## config.mk

```make
export PLATFORM = sky130hd
export DESIGN_NAME = hmmm_loader
export DESIGN_NICKNAME = d
export VERILOG_FILES = /design/src/rtl/hmmm_pkg.sv /design/src/rtl/hmmm_loader.sv
export SDC_FILE = /design/constraint.sdc
export NUM_CORES = 1
export LEC_CHECK = 0
export CORE_ASPECT_RATIO = 1.2
export CORE_MARGIN = 2
export CORE_UTILIZATION = 40
export CTS_CLUSTER_SIZE = 8
export DETAILED_ROUTE_END_ITERATION = 10
export GPL_TIMING_DRIVEN = 1
export PLACE_DENSITY_LB_ADDON = 0.08
export SLEW_MARGIN = 25
export SYNTH_ARGS = -nofsm -noshare
export SYNTH_HDL_FRONTEND = slang
export SYNTH_SLANG_ARGS = --single-unit
```

## constraint.sdc

```tcl
create_clock -name clk -period 2.7 [get_ports clk]
set_input_delay 0.54 -clock clk [delete_from_list [all_inputs] [get_ports clk]]
set_output_delay 0.54 -clock clk [all_outputs]
set_load 0.05 [all_outputs]
```

## src/rtl/hmmm_pkg.sv

```systemverilog
// Shared constants for the HMMM program loader: command opcodes, CTRL argument bit and FSM states.
package hmmm_pkg;

    localparam logic [1:0] OpSetAddr = 2'b00;
    localparam logic [1:0] OpWrite   = 2'b01;
    localparam logic [1:0] OpRead    = 2'b10;
    localparam logic [1:0] OpCtrl    = 2'b11;

    localparam int unsigned CtrlRunBit = 0;

    typedef enum logic [2:0] {
        StIdle = 3'd0,
        StWr   = 3'd1,
        StRd   = 3'd2,
        StRdw  = 3'd3,
        StRsp  = 3'd4
    } state_e;

endpackage

```

## src/rtl/hmmm_loader.sv

```systemverilog
// Loads and reads back HMMM program memory over a command/response stream while holding the CPU
// in reset; tracks a running checksum of written words and a sticky error for misuse while running.
module hmmm_loader
    import hmmm_pkg::*;
#(
    parameter int unsigned DATA_W = 16,
    parameter int unsigned ADDR_W = 8
) (
    input  logic              clk,
    input  logic              rst_n,
    input  logic              cmd_valid,
    output logic              cmd_ready,
    input  logic [1:0]        cmd_op,
    input  logic [DATA_W-1:0] cmd_data,
    output logic              rsp_valid,
    input  logic              rsp_ready,
    output logic [DATA_W-1:0] rsp_data,
    output logic              mem_we,
    output logic              mem_re,
    output logic [ADDR_W-1:0] mem_addr,
    output logic [DATA_W-1:0] mem_wdata,
    input  logic [DATA_W-1:0] mem_rdata,
    output logic              cpu_rst,
    output logic [DATA_W-1:0] checksum,
    output logic              err
);

    state_e state_q, state_d;

    logic [ADDR_W-1:0] addr_q, addr_d;
    logic [DATA_W-1:0] checksum_q, checksum_d;
    logic [DATA_W-1:0] wdata_q, wdata_d;
    logic [DATA_W-1:0] rsp_data_q, rsp_data_d;
    logic              cpu_rst_q, cpu_rst_d;
    logic              err_q, err_d;

    logic accept;
    logic running;

    assign accept  = cmd_valid && cmd_ready;
    assign running = !cpu_rst_q;

    // State register
    always_ff @(posedge clk or negedge rst_n) begin
        if (!rst_n) begin
            state_q <= StIdle;
        end else begin
            state_q <= state_d;
        end
    end

    // Next-state logic; memory commands while running never leave idle
    always_comb begin
        state_d = state_q;
        unique case (state_q)
            StIdle: begin
                if (accept && !running) begin
                    if (cmd_op == OpWrite) begin
                        state_d = StWr;
                    end else if (cmd_op == OpRead) begin
                        state_d = StRd;
                    end
                end
            end
            StWr:    state_d = StIdle;
            StRd:    state_d = StRdw;
            StRdw:   state_d = StRsp;
            StRsp:   state_d = rsp_ready ? StIdle : StRsp;
            default: state_d = StIdle;
        endcase
    end

    // Output decode
    always_comb begin
        cmd_ready = 1'b0;
        mem_we    = 1'b0;
        mem_re    = 1'b0;
        rsp_valid = 1'b0;
        unique case (state_q)
            StIdle:  cmd_ready = 1'b1;
            StWr:    mem_we    = 1'b1;
            StRd:    mem_re    = 1'b1;
            StRdw:   ;
            StRsp:   rsp_valid = 1'b1;
            default: ;
        endcase
    end

    // Datapath next-state
    always_comb begin
        addr_d     = addr_q;
        checksum_d = checksum_q;
        wdata_d    = wdata_q;
        rsp_data_d = rsp_data_q;
        cpu_rst_d  = cpu_rst_q;
        err_d      = err_q;

        if (accept) begin
            unique case (cmd_op)
                OpSetAddr: begin
                    addr_d     = cmd_data[ADDR_W-1:0];
                    checksum_d = '0;
                end
                OpWrite: begin
                    if (running) begin
                        err_d = 1'b1;
                    end else begin
                        wdata_d = cmd_data;
                    end
                end
                OpRead: begin
                    if (running) begin
                        err_d = 1'b1;
                    end
                end
                OpCtrl: begin
                    if (cmd_data[CtrlRunBit]) begin
                        cpu_rst_d = 1'b0;
                    end else begin
                        cpu_rst_d = 1'b1;
                        err_d     = 1'b0;
                    end
                end
                default: ;
            endcase
        end

        // Address wraps naturally at 2^ADDR_W
        if (state_q == StWr) begin
            checksum_d = checksum_q + wdata_q;
            addr_d     = addr_q + 1'b1;
        end
        if (state_q == StRd) begin
            addr_d = addr_q + 1'b1;
        end
        if (state_q == StRdw) begin
            rsp_data_d = mem_rdata;
        end
    end

    always_ff @(posedge clk or negedge rst_n) begin
        if (!rst_n) begin
            addr_q     <= '0;
            checksum_q <= '0;
            wdata_q    <= '0;
            rsp_data_q <= '0;
            cpu_rst_q  <= 1'b1;
            err_q      <= 1'b0;
        end else begin
            addr_q     <= addr_d;
            checksum_q <= checksum_d;
            wdata_q    <= wdata_d;
            rsp_data_q <= rsp_data_d;
            cpu_rst_q  <= cpu_rst_d;
            err_q      <= err_d;
        end
    end

    assign mem_addr  = addr_q;
    assign mem_wdata = wdata_q;
    assign rsp_data  = rsp_data_q;
    assign checksum  = checksum_q;
    assign cpu_rst   = cpu_rst_q;
    assign err       = err_q;

endmodule

```

==> results of run 1 <==
logic make-up (layout without fill, tap and decap cells):
kind of cell / after synthesis / count (layout) / share of synthesized area (%)
adders and majority gates: 21 / 21 / 8.23
AOI/OAI and AO/OA: 81 / 81 / 17.1
and+or+nand+nor: 81 / 81 / 12.0
muxes: 33 / 33 / 11.2
xor gates and xnor gates: 9 / 9 / 2.40
buffers and inverters: 21 / 128 / 2.51
DFF: 61 / 61 / 46.5
worst max-delay path: stages (launching register included):
cell,delay [ps]
dfrtp_1,490
or3b_1,620
inv_1,340
buf_12,180
Yosys cell counts, drive strengths merged, types with 3 or more instances:
cell type  number
dfrtp          60
mux2           31
o21ai          26
nand2          21
ha             20
nor2           16
nand3          12
a21oi          11
clkbuf         10
and3            9
inv             8
nor3            8
a211oi          6
a21o            5
o21a            5
xnor2           5
xor2            4
buf             3
nand2b          3
o211ai          3
o31ai           3
or3             3
state kept, by name, indices dropped and copies added, names as in the netlist:
name / count
mem_wdata: 16
rsp_data: 16
state_q: 3
checksum: 16
err: 1
cpu_rst: 1
mem_addr: 8
through the flow:
step           hold slack, ps  setup WS (ps)
2_1_floorplan             244           11.7
6_report                  365            186
5_1_grt                   457            108
4_1_cts                   399            186
3_3_place_gp              471            289
3_5_place_dp              477            242
worst max path at each step:
stage | start | to | slack [ps] | depth (start not counted)
5_1_grt | state_q[2] | mem_we | 110 | 3
3_3_place_gp | mem_wdata[2] | checksum[13] | 290 | 7
4_1_cts | state_q[2] | cmd_ready | 190 | 2
2_1_floorplan | checksum[2] | checksum[13] | 10 | 7
3_5_place_dp | mem_wdata[3] | checksum[13] | 240 | 7
6_report | state_q[2] | mem_we | 190 | 3
routing by layer:
layer / vias up / global-route usage (%) / wire length (µm)
met3: 12 / 3.89 / 267
li1: 1336 / - / -
met2: 67 / 32.8 / 4100
met1: 1372 / 21.9 / 3550
met5: - / 0 / 0
met4: 0 / 8.89 / 144
layout make-up:
| cell class | count | area, µm² | share of cell area [%] |
|---|---|---|---|
| Multi-Input combinational cell | 225 | 1680 | 36.6 |
| Sequential cell | 61 | 1530 | 33.3 |
| Timing Repair Buffer | 104 | 1030 | 22.6 |
| Clock buffer | 12 | 145 | 3.17 |
| Tap cell | 95 | 119 | 2.59 |
| Clock inverter | 4 | 47.5 | 1.04 |
| Inverter | 8 | 30.0 | 0.655 |
==> impl_metrics.toml, run 1 <==
[drt]
drtPass1Iterations = 4
totalWireLength_mm = 8.06
detailroute.via_count = 2787
post-route-drc-count = 0
drt-vias-per-instance = 5.48
detail_route.wl_per_cell_um = 15.8
final_antenna_net_count = 0
detail_route.iter0.violations = 110

[flow_run]
max-cap-violations = 0

[synthesis]
syn_inst_count = 307
synth.distinct_cells = 48
ys_ff_latch = 61
synth.top_cells.by_area = "dfrtp_1 46%, mux2_2 11%, ha_1 7.6%"
yosys_warnings = 0
synth_top_flop_cell = "dfrtp_1"
avgSynthCellArea_um2 = 10.7
synth_fp_nets = 366
async_reset_ff_share_pct = 100
netlist.area_leader.share_pct = 45.7
synth_edf_count = 0
synth_top_area_cell = "dfrtp_1"
mappedNetlistArea_mm2 = 0.00328
seq_area_frac_synth_pct = 46.5

[layout]
layout_commonest_cell = "clkdlybuf4s50_1"
finish.utilization_pct = 56.8
layout.cells.most_common_list = "97 x clkdlybuf4s50_1, 60 x dfrtp_1, 31 x mux2_2"
syn2layout_area_growth_pct = 39.5
finalInstanceArea_mm2 = 0.00458
count_of_inserted_antenna_diode_cells = 0
nets = 468
instances_no_fill = 509
drive_gt1_share_pct = 14.3
final.fill_count = 759

[clock_network]
clk_root_buffer_cell = "clkbuf_8"
cts-buffers-inserted = 9
cts_tree = "done"
ctsHoldBuffers = 0
clkTransAtPathRegs_ps = 70
clk_path_buf_depth = 2
clock_latency_ps = 330
clock_sinks = 61
clock_tree.htree_level_count = 3
post-cts-setup-buffer-count = 0
post_cts.resized_instances = 0

[critical_path]
reg2reg_depth = 7
end_kind = "output pin"
timing.reg2reg.setup_slack_ps = 210
critPathLaunchType = "flop"
worstPathArrival_ps = 1970
reg2reg_from = "mem_wdata[3]"
r2r_end = "checksum[13]"
required_ps = 2160
cp_max_fo = 12
setup.worst_path.class = "reg2out"

[sta]
final_hold_violation_count = 0
worstMarginPinSlew_ps = 797
skew_ps = 6.94
unrepaired_setup_endpoints_after_global_routing = "false"
timing.final.setup_violations = 0
finalWorstPathRequiredPeriod_ps = 2510
timing.slew.headroom_pct = 46.7
max_freq_ghz = 0.398
fin_tns_setup_ps = 0
period_share_pct = 93.1
final_max_slew_viols = 0

[worst_hold_path]
hold_class = "in2async"

[global_routing]
antenna_found_initial = 0
gr-usage-all-layers_pct = 18.7
grt_start_max_net_pins = 62
grt_pass1_wl_mm = 13.1
gr-total-overflow = 0
vias_in_the_first_global_route = 2826

[floorplanning]
core_area_mm2 = 0.00806
height_of_the_die_um = 103
initial_core_util_pct = 40.7
die-area_mm2 = 0.00896
ioPinCount = 100
fp.dieW_um = 86.7
floorplan.rows = 36

[placed_design]
dpl.cell_count = 493
io_buffers = 99
gp_congestion = 0.898
area_after_dpl_mm2 = 0.00439
place_hpwl_mm = 5.88

[run_status]
status = "completed"
Power of run 1 is not shown: default switching activity piles up to over one toggle a cycle in this logic, so the estimate is an artifact.
==> run 2: changes to the inputs <==
SKIP_CTS_REPAIR_TIMING = 1   (was unset)
==> results of run 2 <==
No change in the layout: final DEF, timing and power equal those of run 1.
Power of run 2 is left out for the same reason.
==> run 3: changes to the inputs <==
PLACE_DENSITY_LB_ADDON = 0.1   (was 0.08)
==> impl_metrics.toml, run 3 (same netlist as run 1, synthesis figures left out) <==
[clock_network]
clk_path_buf_depth = 2
cts_tree = "done"
clk_root_buffer_cell = "clkbuf_8"
clock_latency_ps = 340
clkTransAtPathRegs_ps = 70
clock_sinks = 61
clock_tree.htree_level_count = 3
cts-buffers-inserted = 9

[global_routing]
gr-total-overflow = 0
grt_start_max_net_pins = 29
grt_pass1_wl_mm = 13.0
gr-usage-all-layers_pct = 18.7
antenna_found_initial = 0
vias_in_the_first_global_route = 2616

[critical_path]
cp_slowest_stage_delay_ps = 850
reg2reg_depth = 7
cp_max_fo = 10
end_kind = "output pin"
setup.worst_path.class = "reg2out"
crit_path_top_delay_cell = "clkdlybuf4s50_1"
required_ps = 2160
path_cells = "nor3_2 -> clkdlybuf4s50_1"
worstPathArrival_ps = 1970
critPathLaunchType = "flop"

[layout]
nets = 469
syn2layout_area_growth_pct = 40.4
layout.cells.most_common_list = "97 x clkdlybuf4s50_1, 60 x dfrtp_1, 31 x mux2_2"
final.fill_count = 709
count_of_inserted_antenna_diode_cells = 0
drive_gt1_share_pct = 14.7
layout_commonest_cell = "clkdlybuf4s50_1"

[run_status]
status = "completed"

[placed_design]
dp_worst_setup_slack_ps = 247
io_buffers = 99
gp_congestion = 0.881
place_hpwl_mm = 6.04

[sta]
max_freq_ghz = 0.398
setup_ws_ps = 190
unrepaired_setup_endpoints_after_global_routing = "false"
timing.slew.headroom_pct = 43.5
final_max_slew_viols = 0
worstMarginPinSlew_ps = 845
skew_ps = 8.88
period_share_pct = 93.0
timing.final.setup_violations = 0
finalWorstPathRequiredPeriod_ps = 2510
fin_hold_ws_ps = 107
final_hold_violation_count = 0
fin_tns_setup_ps = 0

[drt]
totalWireLength_mm = 8.19
drt-vias-per-instance = 5.43
post-route-drc-count = 0
detail_route.iter0.violations = 148
detail_route.wl_per_cell_um = 16.1
final_antenna_net_count = 0
drtPass1Iterations = 4
detailroute.via_count = 2768

[floorplanning]
floorplan.rows = 36
fp.dieW_um = 86.7
ioPinCount = 100
die-area_mm2 = 0.00896
core_area_mm2 = 0.00806
initial_core_util_pct = 40.7
height_of_the_die_um = 103

[flow_run]
max-cap-violations = 0

[worst_hold_path]
hold_class = "in2async"
==> run 3: cell type report <==
type                            count  area, µm²  area share [%]
Clock inverter                      6       87.6            1.90
Sequential cell                    61       1530            33.1
Clock buffer                       10        128            2.77
Inverter                            8       30.0           0.651
Timing Repair Buffer              105       1040            22.6
Tap cell                           95        119            2.58
Multi-Input combinational cell    225       1680            36.4
==> run 3: metal layers <==
layer	track usage (%)	vias to the layer above	part of all wire (%)
met5	0	-	0
li1	-	1342	-
met4	8.89	0	2.0
met2	29.8	73	49
met3	3.81	13	4.5
met1	24.5	1340	44
==> run 3: metrics by stage <==
| step | instances | util (%) | area [µm²] |
|---|---|---|---|
| detailed placement | 494 | 54.5 | 4400 |
| floorplan | 307 | - | 3290 |
| finish | 510 | 57.2 | 4610 |
| global route | 510 | 57.2 | 4610 |
| CTS | 510 | 57.2 | 4610 |
| global placement | 494 | 54.5 | 4400 |
==> run 3: worst paths after layout <==
kind	startpoint	end	slack, ps
hold reg to reg	checksum[15]	checksum[15]	490
setup / recovery	state_q[2]	cmd_ready	190
min in group clk	checksum[15]	checksum[15]	490
setup reg to reg	mem_wdata[3]	checksum[13]	240
max in group asynchronous	rst_n	rsp_data[8]	1890
hold / removal	rst_n	mem_wdata[7]	110
==> run 3: critical path: cells and delay by family, from the launching register on <==
family,cells,cell delay (ps)
simple gates,1,280
buf+inv,1,850
flops,1,510
Power of run 3 is left out for the same reason.
